$ cat src/rtl/kernel_sweep_ctrl.sv
// kernel_sweep_ctrl: walks a 3x3 window over an IMG_W x IMG_H image, feeds the kernel
// datapath and writes each result. Define KSWEEP_BACKPRESSURE_EN to add the wr_ready handshake.
module kernel_sweep_ctrl #(
  parameter int IMG_W = 8,
  parameter int IMG_H = 8,
  parameter int AW    = 16
) (
  input  logic          clk,
  input  logic          rst_n,
  input  logic          start,
  input  logic [1:0]    ksel_in,
  input  logic [AW-1:0] src_base,
  input  logic [AW-1:0] dst_base,
  output logic          busy,
  output logic          done,
  output logic          rd_en,
  output logic [AW-1:0] rd_addr,
  input  logic [7:0]    rd_data,
  output logic [23:0]   win0,
  output logic [23:0]   win1,
  output logic [23:0]   win2,
  output logic [1:0]    ksel,
  input  logic [15:0]   kresult,
`ifdef KSWEEP_BACKPRESSURE_EN
  input  logic          wr_ready,
`endif
  output logic          wr_en,
  output logic [AW-1:0] wr_addr,
  output logic [15:0]   wr_data
);

  if (IMG_W < 3) begin : g_bad_w
    $error("kernel_sweep_ctrl: IMG_W must be >= 3");
  end
  if (IMG_H < 3) begin : g_bad_h
    $error("kernel_sweep_ctrl: IMG_H must be >= 3");
  end

  localparam logic [AW-1:0] LAST_OX    = AW'(IMG_W - 3);
  localparam logic [AW-1:0] LAST_OY    = AW'(IMG_H - 3);
  localparam logic [AW-1:0] SRC_STRIDE = AW'(IMG_W);
  localparam logic [AW-1:0] DST_STRIDE = AW'(IMG_W - 2);

  typedef enum logic [2:0] {IDLE, PRIME, SHIFT, WRITE, DONE} state_t;

  state_t        state;
  state_t        next_state;
  logic [3:0]    cnt;
  logic [AW-1:0] ox;
  logic [AW-1:0] oy;
  logic [AW-1:0] src_q;
  logic [AW-1:0] dst_q;
  logic [1:0]    rd_col;
  logic [1:0]    rd_row;
  logic [AW-1:0] pix_addr;
  logic [AW-1:0] res_addr;
  logic          rd_valid_q;
  logic [1:0]    cap_row;
  logic          wr_advance;

`ifdef KSWEEP_BACKPRESSURE_EN
  assign wr_advance = wr_ready;
`else
  assign wr_advance = 1'b1;
`endif

  always_ff @(posedge clk or negedge rst_n) begin
    if (!rst_n) state <= IDLE;
    else        state <= next_state;
  end

  always_comb begin
    next_state = state;
    case (state)
      IDLE:  if (start) next_state = PRIME;
      PRIME: if (cnt == 4'd9) next_state = WRITE;
      SHIFT: if (cnt == 4'd3) next_state = WRITE;
      WRITE: begin
        if (wr_advance) begin
          if (ox < LAST_OX)      next_state = SHIFT;
          else if (oy < LAST_OY) next_state = PRIME;
          else                   next_state = DONE;
        end
      end
      DONE:    next_state = IDLE;
      default: next_state = IDLE;
    endcase
  end

  // Prime reads walk column-major: cnt 0..8 maps to (col, row) = (cnt/3, cnt%3).
  always_comb begin
    rd_col = 2'd0;
    rd_row = 2'd0;
    if (state == PRIME) begin
      case (cnt)
        4'd0, 4'd1, 4'd2: rd_col = 2'd0;
        4'd3, 4'd4, 4'd5: rd_col = 2'd1;
        default:          rd_col = 2'd2;
      endcase
      case (cnt)
        4'd0, 4'd3, 4'd6: rd_row = 2'd0;
        4'd1, 4'd4, 4'd7: rd_row = 2'd1;
        default:          rd_row = 2'd2;
      endcase
    end else if (state == SHIFT) begin
      rd_col = 2'd2;
      rd_row = cnt[1:0];
    end
  end

  assign pix_addr = src_q + (oy + AW'(rd_row)) * SRC_STRIDE + ox + AW'(rd_col);
  assign res_addr = dst_q + oy * DST_STRIDE + ox;

  always_comb begin
    busy    = 1'b0;
    done    = 1'b0;
    rd_en   = 1'b0;
    rd_addr = '0;
    wr_en   = 1'b0;
    wr_addr = '0;
    wr_data = '0;
    case (state)
      PRIME: begin
        busy = 1'b1;
        if (cnt <= 4'd8) begin
          rd_en   = 1'b1;
          rd_addr = pix_addr;
        end
      end
      SHIFT: begin
        busy = 1'b1;
        if (cnt <= 4'd2) begin
          rd_en   = 1'b1;
          rd_addr = pix_addr;
        end
      end
      WRITE: begin
        busy    = 1'b1;
        wr_en   = 1'b1;
        wr_addr = res_addr;
        wr_data = kresult;
      end
      DONE:    done = 1'b1;
      default: ;
    endcase
  end

  always_ff @(posedge clk or negedge rst_n) begin
    if (!rst_n)                  cnt <= 4'd0;
    else if (next_state != state) cnt <= 4'd0;
    else                         cnt <= cnt + 4'd1;
  end

  always_ff @(posedge clk or negedge rst_n) begin
    if (!rst_n) begin
      ksel  <= 2'd0;
      src_q <= '0;
      dst_q <= '0;
      ox    <= '0;
      oy    <= '0;
    end else if (state == IDLE && start) begin
      ksel  <= ksel_in;
      src_q <= src_base;
      dst_q <= dst_base;
      ox    <= '0;
      oy    <= '0;
    end else if (state == WRITE && wr_advance) begin
      if (ox < LAST_OX) begin
        ox <= ox + 1'b1;
      end else begin
        ox <= '0;
        oy <= oy + 1'b1;
      end
    end
  end

  always_ff @(posedge clk or negedge rst_n) begin
    if (!rst_n) begin
      rd_valid_q <= 1'b0;
      cap_row    <= 2'd0;
    end else begin
      rd_valid_q <= rd_en;
      cap_row    <= rd_row;
    end
  end

  // Priming shifts each byte in from the right so three captures per row build
  // {left, centre, right}; a slide shifts once, then overwrites only the right byte.
  always_ff @(posedge clk or negedge rst_n) begin
    if (!rst_n) begin
      win0 <= '0;
      win1 <= '0;
      win2 <= '0;
    end else if (state == SHIFT && cnt == 4'd0) begin
      win0 <= {win0[15:0], win0[7:0]};
      win1 <= {win1[15:0], win1[7:0]};
      win2 <= {win2[15:0], win2[7:0]};
    end else if (rd_valid_q) begin
      if (state == PRIME) begin
        case (cap_row)
          2'd0:    win0 <= {win0[15:0], rd_data};
          2'd1:    win1 <= {win1[15:0], rd_data};
          default: win2 <= {win2[15:0], rd_data};
        endcase
      end else begin
        case (cap_row)
          2'd0:    win0[7:0] <= rd_data;
          2'd1:    win1[7:0] <= rd_data;
          default: win2[7:0] <= rd_data;
        endcase
      end
    end
  end

endmodule
$ cat config.mk
export PLATFORM = sky130hd
export DESIGN_NAME = kernel_sweep_ctrl
export DESIGN_NICKNAME = d
export VERILOG_FILES = /design/src/rtl/kernel_sweep_ctrl.sv
export SDC_FILE = /design/constraint.sdc
export NUM_CORES = 1
export LEC_CHECK = 0
export BUFFER_PORTS_ARGS = -buffer_cell sky130_fd_sc_hd__buf_2
export CAP_MARGIN = 5
export CORE_MARGIN = 1.5
export CORE_UTILIZATION = 60
export DETAILED_ROUTE_END_ITERATION = 7
export GPL_ROUTABILITY_DRIVEN = 0
export PLACE_DENSITY = 0.86
export SYNTH_ARGS = -nofsm -noshare
export SYNTH_HDL_FRONTEND = slang
export SYNTH_SLANG_ARGS = --single-unit
export TNS_END_PERCENT = 50
$ cat constraint.sdc
create_clock -name clk -period 10.2 [get_ports clk]
set_input_delay 1.02 -clock clk [delete_from_list [all_inputs] [get_ports clk]]
set_output_delay 1.02 -clock clk [all_outputs]
set_load 0.01 [all_outputs]
==> results of run 1 <==
-- layout make-up --
| class | instances | area share [%] |
|---|---|---|
| clock buffers | 18 | 3.96 |
| clock inverters | 14 | 1.15 |
| inverters | 88 | 3.02 |
| multi-input cells | 631 | 47.4 |
| flip-flops and latches | 148 | 33.4 |
| well taps | 211 | 2.38 |
| repair buffers | 190 | 8.71 |
-- path summary, 6_finish.rpt --
kind | startpoint | endpoint | slack [ps] | cells past startpoint
max reg2reg | state[2] | oy[15] | 7730 | 7
min in group asynchronous | rst_n | win1[23] | 580 | 1
max in group asynchronous | rst_n | ox[8] | 8180 | 2
min | win1[16] | win1[16] | 490 | 1
max | cnt[0] | rd_addr[14] | 3760 | 21
min reg2reg | win1[16] | win1[16] | 490 | 1
-- sequential cells by signal, indices dropped and copies added (netlist names) --
signal / cells
cap_row: 2
cnt: 4
dst_q: 16
ksel: 2
ox: 16
oy: 16
rd_valid_q: 1
src_q: 16
state: 3
win0: 24
win1: 24
win2: 24
-- worst register-to-register path, cell delays in order (launching register included) --
cell,delay (ps)
dfrtp_1,590
or2_1,560
inv_6,270
o21ai_4,150
nor4_4,390
nand3_1,160
xor2_1,170
nor2_1,60
-- power groups by stage --
stage / combinational (mW) / clock [mW] / sequential, mW
2_1_floorplan: 0.910 / 0 / 1.03
3_3_place_gp: 1.37 / 0 / 0.995
3_5_place_dp: 1.41 / 0 / 1.01
4_1_cts: 1.44 / 0.610 / 1.01
5_1_grt: 1.58 / 0.636 / 1.03
6_report: 1.43 / 0.604 / 1.01
-- cells in the final DEF, fill, tap and decap left out, types with 3 or more instances in the layout --
cell	count
nor4_1	3
fa_1	32
nand2b_1	10
mux2_2	28
dfrtp_1	148
nand4_1	3
nand2_1	54
or3_1	5
a21o_1	12
mux2_1	56
o22ai_1	3
and3_1	4
mux2_4	8
inv_1	85
xnor2_1	42
nor2_1	76
ha_1	61
clkbuf_16	17
or2_1	4
nor2b_1	14
inv_6	8
o21ai_1	8
o21a_1	7
buf_2	185
nand3_1	14
buf_4	4
and2_1	23
a21oi_1	44
o21bai_1	3
inv_8	4
o21ai_0	27
a211o_1	3
xor2_1	20
nor3_1	9
mux2i_1	3
-- cell families (layout without fill, tap and decap cells) --
kind of cell    after synthesis  count (layout)  synth area share [%]
flops                       148             148                  39.2
compound gates              143             143                  10.7
fa+ha+maj                    93              93                  14.9
buf+inv                     114             310                  5.09
xor+xnor                     62              62                  5.75
mux                          95              95                  11.6
simple gates                238             238                  12.8
-- routing by layer --
metal / GRT usage [%] / wire, um
met1: 33.0 / 8910
met2: 49.0 / 11500
met3: 5.07 / 1010
met4: 12.1 / 677
met5: 0 / 0
==> results.tsv, run 1 <==
stage	metric	value	unit
synth	Post-synth EDFFs	0	
routing	Wirelength per Cell	17.0	um
setup_path	CP endpoint kind	output port	
routing	WL final	22100	um
routing	Vias	7187	
synth	Yosys reg bits	148	
clock_tree	H-tree depth	4	
synth	syn nets	1047	
power_and_ir_drop	clock group share of total power	19.9	%
power_and_ir_drop	Comb power frac	47.1	%
power_and_ir_drop	sw power	1.24	mW
synth	count leader, synth	dfrtp_1	
synth	top cells by count, synth	dfrtp_1, inv_1, nor2_1	
timing	final setup fails	0	
die	full die area	0.0165	sq mm
timing	endpoints failing hold	0	
clock_tree	Post-CTS Resized	0	
clock_tree	Post-CTS Setup Bufs	0	
cells_and_area	fillers	1082	
cells_and_area	Reg area	0.00370	sq mm
clock_tree	# clock sinks	148	
die	Initial Utilization	61.7	%
setup_path	Worst Setup Start Kind	flop	
cells_and_area	Final Cell Area	0.0111	sq mm
timing	total negative slack	0	ps
die	Die Y-Extent	128	um
timing	worst slew pin tran	952	ps
die	core box area	0.0153	sq mm
cells_and_area	footprint of the multi-input gates	0.00527	sq mm
clock_tree	Clock Path Buffers	2	
die	# IOs	187	
setup_path	Slowest Stage Delay on Critical Path	540	ps
synth	Syn Area/Cell	10.6	sq um
routing	antenna-violating nets left	0	
timing	normalized max-slew margin	36.6	%
timing	Min Hold Slack	485	ps
clock_tree	CTS Hold Buffers Added	0	
timing	final worst slack	3760	ps
timing	Tcrit/Tclk final	63.1	%
die	die extent in x	128	um
synth	Ys Warns	0	
setup_path	cell mode on critical path	ha_1	
power_and_ir_drop	P_leak	5.59	nW
power_and_ir_drop	VDD IR max	0.126	mV
timing	Peak Freq	155	MHz
clock_tree	later-pin clock latency in the skew report	440	ps
routing	Iteration-0 DRC Markers	605	
power_and_ir_drop	Tot Pwr	3.04	mW
cells_and_area	layout cells sized above 1	26.5	%
synth	Syn Inst Count	893	
synth	synth unique cells	81	
cells_and_area	Final Non-Filler Cells	1300	
synth	prevailing post-synth register cell	dfrtp_1	
routing	First-pass DRT Iterations	5	
synth	Cell Area, Synth	0.00944	sq mm
setup_path	CP delay by family, top	adder cells	
global_route	GRT Overall Usage	27.6	%
setup_path	CP required	9180	ps
cells_and_area	Syn-to-layout area delta	17.6	%
placement	Cells after DPL	1268	
setup_path	CP arrival	5420	ps
global_route	global-route wire length before repair	35300	um
placement	Post-DP HPWL	16600	um
global_route	grt total ovfl	0	
timing	max-slew violations	0	
setup_path	kind of critical path	flop to output port	
cells_and_area	Final nets	1230	
timing	RSZ-0062 raised after global routing	false	
setup_path	slowest CP cell	or4_4	
power_and_ir_drop	Int Pwr	1.80	mW
setup_path	WP buf/inv	3	
clock_tree	Worst-path clk slew	70	ps
run	max cap viols	0	
timing	post-layout min period	6440	ps
clock_tree	CTS buffer count	17	
placement	PortBufs	186	
global_route	largest net degree at the start of global routing	76	
synth	ys async rst share	100	%
worst_hold_path	worst hold path type	flop to flop	
setup_path	Max Fanout on Critical Path	6	
cells_and_area	antenna cells	0	
synth	post-synth top area share	39.2	%
run_status	outcome	completed	
power_and_ir_drop	Reg power frac	33.1	%
routing	DRC	0	
global_route	initial antenna violation count	0	
routing	detail-routed via count per cell	5.53	
power_and_ir_drop	Cell Pwr Density	274	mW/mm^2
setup_path	crit path cell chain	inv_1, ha_1, nor2_1, nand2_1, o21ai_0, o32a_1, nor2_1, ha_1, inv_1, fa_1, nor2b_1, xnor2_1, fa_1, ha_1, or4_4, a21oi_2, o31a_4, o21ai_2, a2111o_1, o311ai_1, buf_2	
placement	DP Worst Slack	4250	ps
global_route	vias in the first global route	7143	
power_and_ir_drop	sw frac	40.9	%
synth	Seq/Total Area, Yosys	39.2	%
synth	Yosys top cell by area	dfrtp_1	
placement	dpl cell area	0.0105	sq mm
die	number of core rows	45	
clock_tree	CTS tree	built	
timing	Worst Skew	13.3	ps
clock_tree	clock root buffer	clkbuf_16	
synth	Synth area leaders	dfrtp_1, ha_1, fa_1, mux2_1, xnor2_1	
cells_and_area	final core occ	72.5	%
Power figures use the tool's default switching activity.
==> run 2, diff against run 1 <==
CORE_UTILIZATION = 56   (was 60)
PLACE_DENSITY = 0.81   (was 0.86)
clock period = 6.4 ns   (was 10.2 ns; I/O delays follow)
==> run 2 against run 1 <==
  * Largest cell class unchanged
  * Final area is 0.46% higher
  * First-iteration DRC count down 29%
  * Sequential share of layout area fell by 0.15 points
==> results.tsv, run 2 (synthesis results as in run 1) <==
stage	metric	value	unit
setup_path	CP arrival	5360	ps
timing	max-slew violations	0	
die	Die Y-Extent	133	um
die	die extent in x	133	um
timing	endpoints failing hold	0	
setup_path	worst r2r src	state[2]	
power_and_ir_drop	P_leak	5.59	nW
clock_tree	CTS tree	built	
clock_tree	Clock Path Buffers	2	
clock_tree	CTS buffer count	17	
setup_path	CP required	5760	ps
cells_and_area	footprint of the multi-input gates	0.00527	sq mm
timing	worst slew pin tran	823	ps
global_route	largest net degree at the start of global routing	91	
setup_path	Worst Setup Start Kind	flop	
routing	Iteration-0 DRC Markers	429	
timing	Tcrit/Tclk final	93.7	%
placement	Post-DP HPWL	16400	um
clock_tree	# clock sinks	148	
run	max cap viols	0	
die	# IOs	187	
cells_and_area	Syn-to-layout area delta	18.1	%
setup_path	Worst R2R Setup Slack	3970	ps
global_route	initial antenna violation count	0	
clock_tree	CTS Hold Buffers Added	0	
routing	detail-routed via count per cell	5.43	
global_route	global-route wire length before repair	35300	um
setup_path	Critical R2R Capture	oy[13]	
setup_path	kind of critical path	flop to output port	
cells_and_area	commonest non-fill, non-tap cell in the layout	buf_2	
global_route	GRT Overall Usage	25.4	%
timing	final setup fails	0	
placement	Cells after DPL	1276	
die	core box area	0.0165	sq mm
routing	Wirelength per Cell	16.6	um
cells_and_area	layout cells sized above 1	26.5	%
placement	PortBufs	186	
routing	antenna-violating nets left	0	
cells_and_area	Final Non-Filler Cells	1308	
clock_tree	Post-CTS Resized	0	
timing	RSZ-0062 raised after global routing	false	
die	full die area	0.0177	sq mm
cells_and_area	commonest non-fill, non-tap cells in the layout	buf_2, dfrtp_1, inv_1, nor2_1, ha_1	
die	number of core rows	47	
clock_tree	Worst-path clk slew	80	ps
clock_tree	H-tree depth	4	
power_and_ir_drop	Cell Pwr Density	437	mW/mm^2
clock_tree	later-pin clock latency in the skew report	440	ps
die	Initial Utilization	57.2	%
setup_path	R2R cell count	7	
setup_path	CP endpoint kind	output port	
cells_and_area	fillers	1243	
timing	Worst Skew	11.8	ps
timing	Min Hold Slack	249	ps
run_status	outcome	completed	
global_route	grt total ovfl	0	
worst_hold_path	worst hold path type	primary input to async pin	
cells_and_area	top flop regs	win0 x24, win1 x24, win2 x24	
cells_and_area	antenna cells	0	
timing	normalized max-slew margin	45.1	%
power_and_ir_drop	VDD IR max	0.241	mV
routing	Vias	7108	
clock_tree	Post-CTS Setup Bufs	0	
timing	Peak Freq	167	MHz
timing	post-layout min period	6000	ps
cells_and_area	Final nets	1229	
global_route	vias in the first global route	7019	
clock_tree	clock root buffer	clkbuf_16	
setup_path	Max Fanout on Critical Path	6	
timing	total negative slack	0	ps
cells_and_area	final core occ	67.5	%
routing	DRC	0	
routing	WL final	21700	um
routing	First-pass DRT Iterations	4	
cells_and_area	Reg area	0.00370	sq mm
run 2: stage by stage:
stage | total power, mW | worst slack [ps] | area, sq um
after floorplan | 3.09 | 1390 | 9440
after global placement | 3.75 | 1060 | 10500
after detailed placement | 3.85 | 906 | 10500
after CTS | 4.90 | 412 | 11200
after global routing | 5.19 | 110 | 11200
final | 4.88 | 405 | 11200
run 2: how the worst max path moves through the flow:
stage | cells past startpoint | start | end | slack, ps
6_report | 21 | cnt[0] | rd_addr[14] | 400
5_1_grt | 21 | cnt[0] | rd_addr[14] | 110
4_1_cts | 21 | cnt[0] | rd_addr[14] | 410
3_5_place_dp | 21 | cnt[0] | rd_addr[14] | 910
3_3_place_gp | 21 | cnt[0] | rd_addr[14] | 1060
2_1_floorplan | 20 | cnt[0] | rd_addr[14] | 1390
run 2: cell type report:
cell class | instances | area share, %
multi-input cells | 631 | 47.2
flip-flops and latches | 148 | 33.2
repair buffers | 189 | 8.60
clock buffers | 17 | 3.81
inverters | 88 | 3.01
well taps | 220 | 2.47
clock inverters | 15 | 1.69
run 2: power by group:
part	leakage [nW]	internal (mW)	switching, mW
sequential	1.85	1.31	0.290
clock	0.292	0.530	0.481
combinational	3.45	1.03	1.24
run 2: metal layers:
metal | GRT usage, % | share of wire, % | routed length [um] | vias up
li1 | - | - | - | 3389
met1 | 31.1 | 42 | 9050 | 3456
met2 | 45.0 | 52 | 11200 | 216
met3 | 4.29 | 4.1 | 889 | 47
met4 | 9.71 | 2.6 | 565 | 0
met5 | 0 | 0 | 0 | -
run 2: worst max-delay path: stages (launching register included):
cell and delay, ps:
dfrtp_1 430, inv_1 130, ha_1 230, nor2_1 80, nand2_1 60, o21ai_0 80
o32a_1 300, nor2_1 130, ha_1 210, inv_1 70, fa_1 440, nor2b_1 260
xnor2_1 170, fa_1 440, ha_1 250, or4_4 540, a21oi_2 180, o31a_4 180
o21ai_2 70, a2111o_1 410, o311ai_1 80, buf_2 180
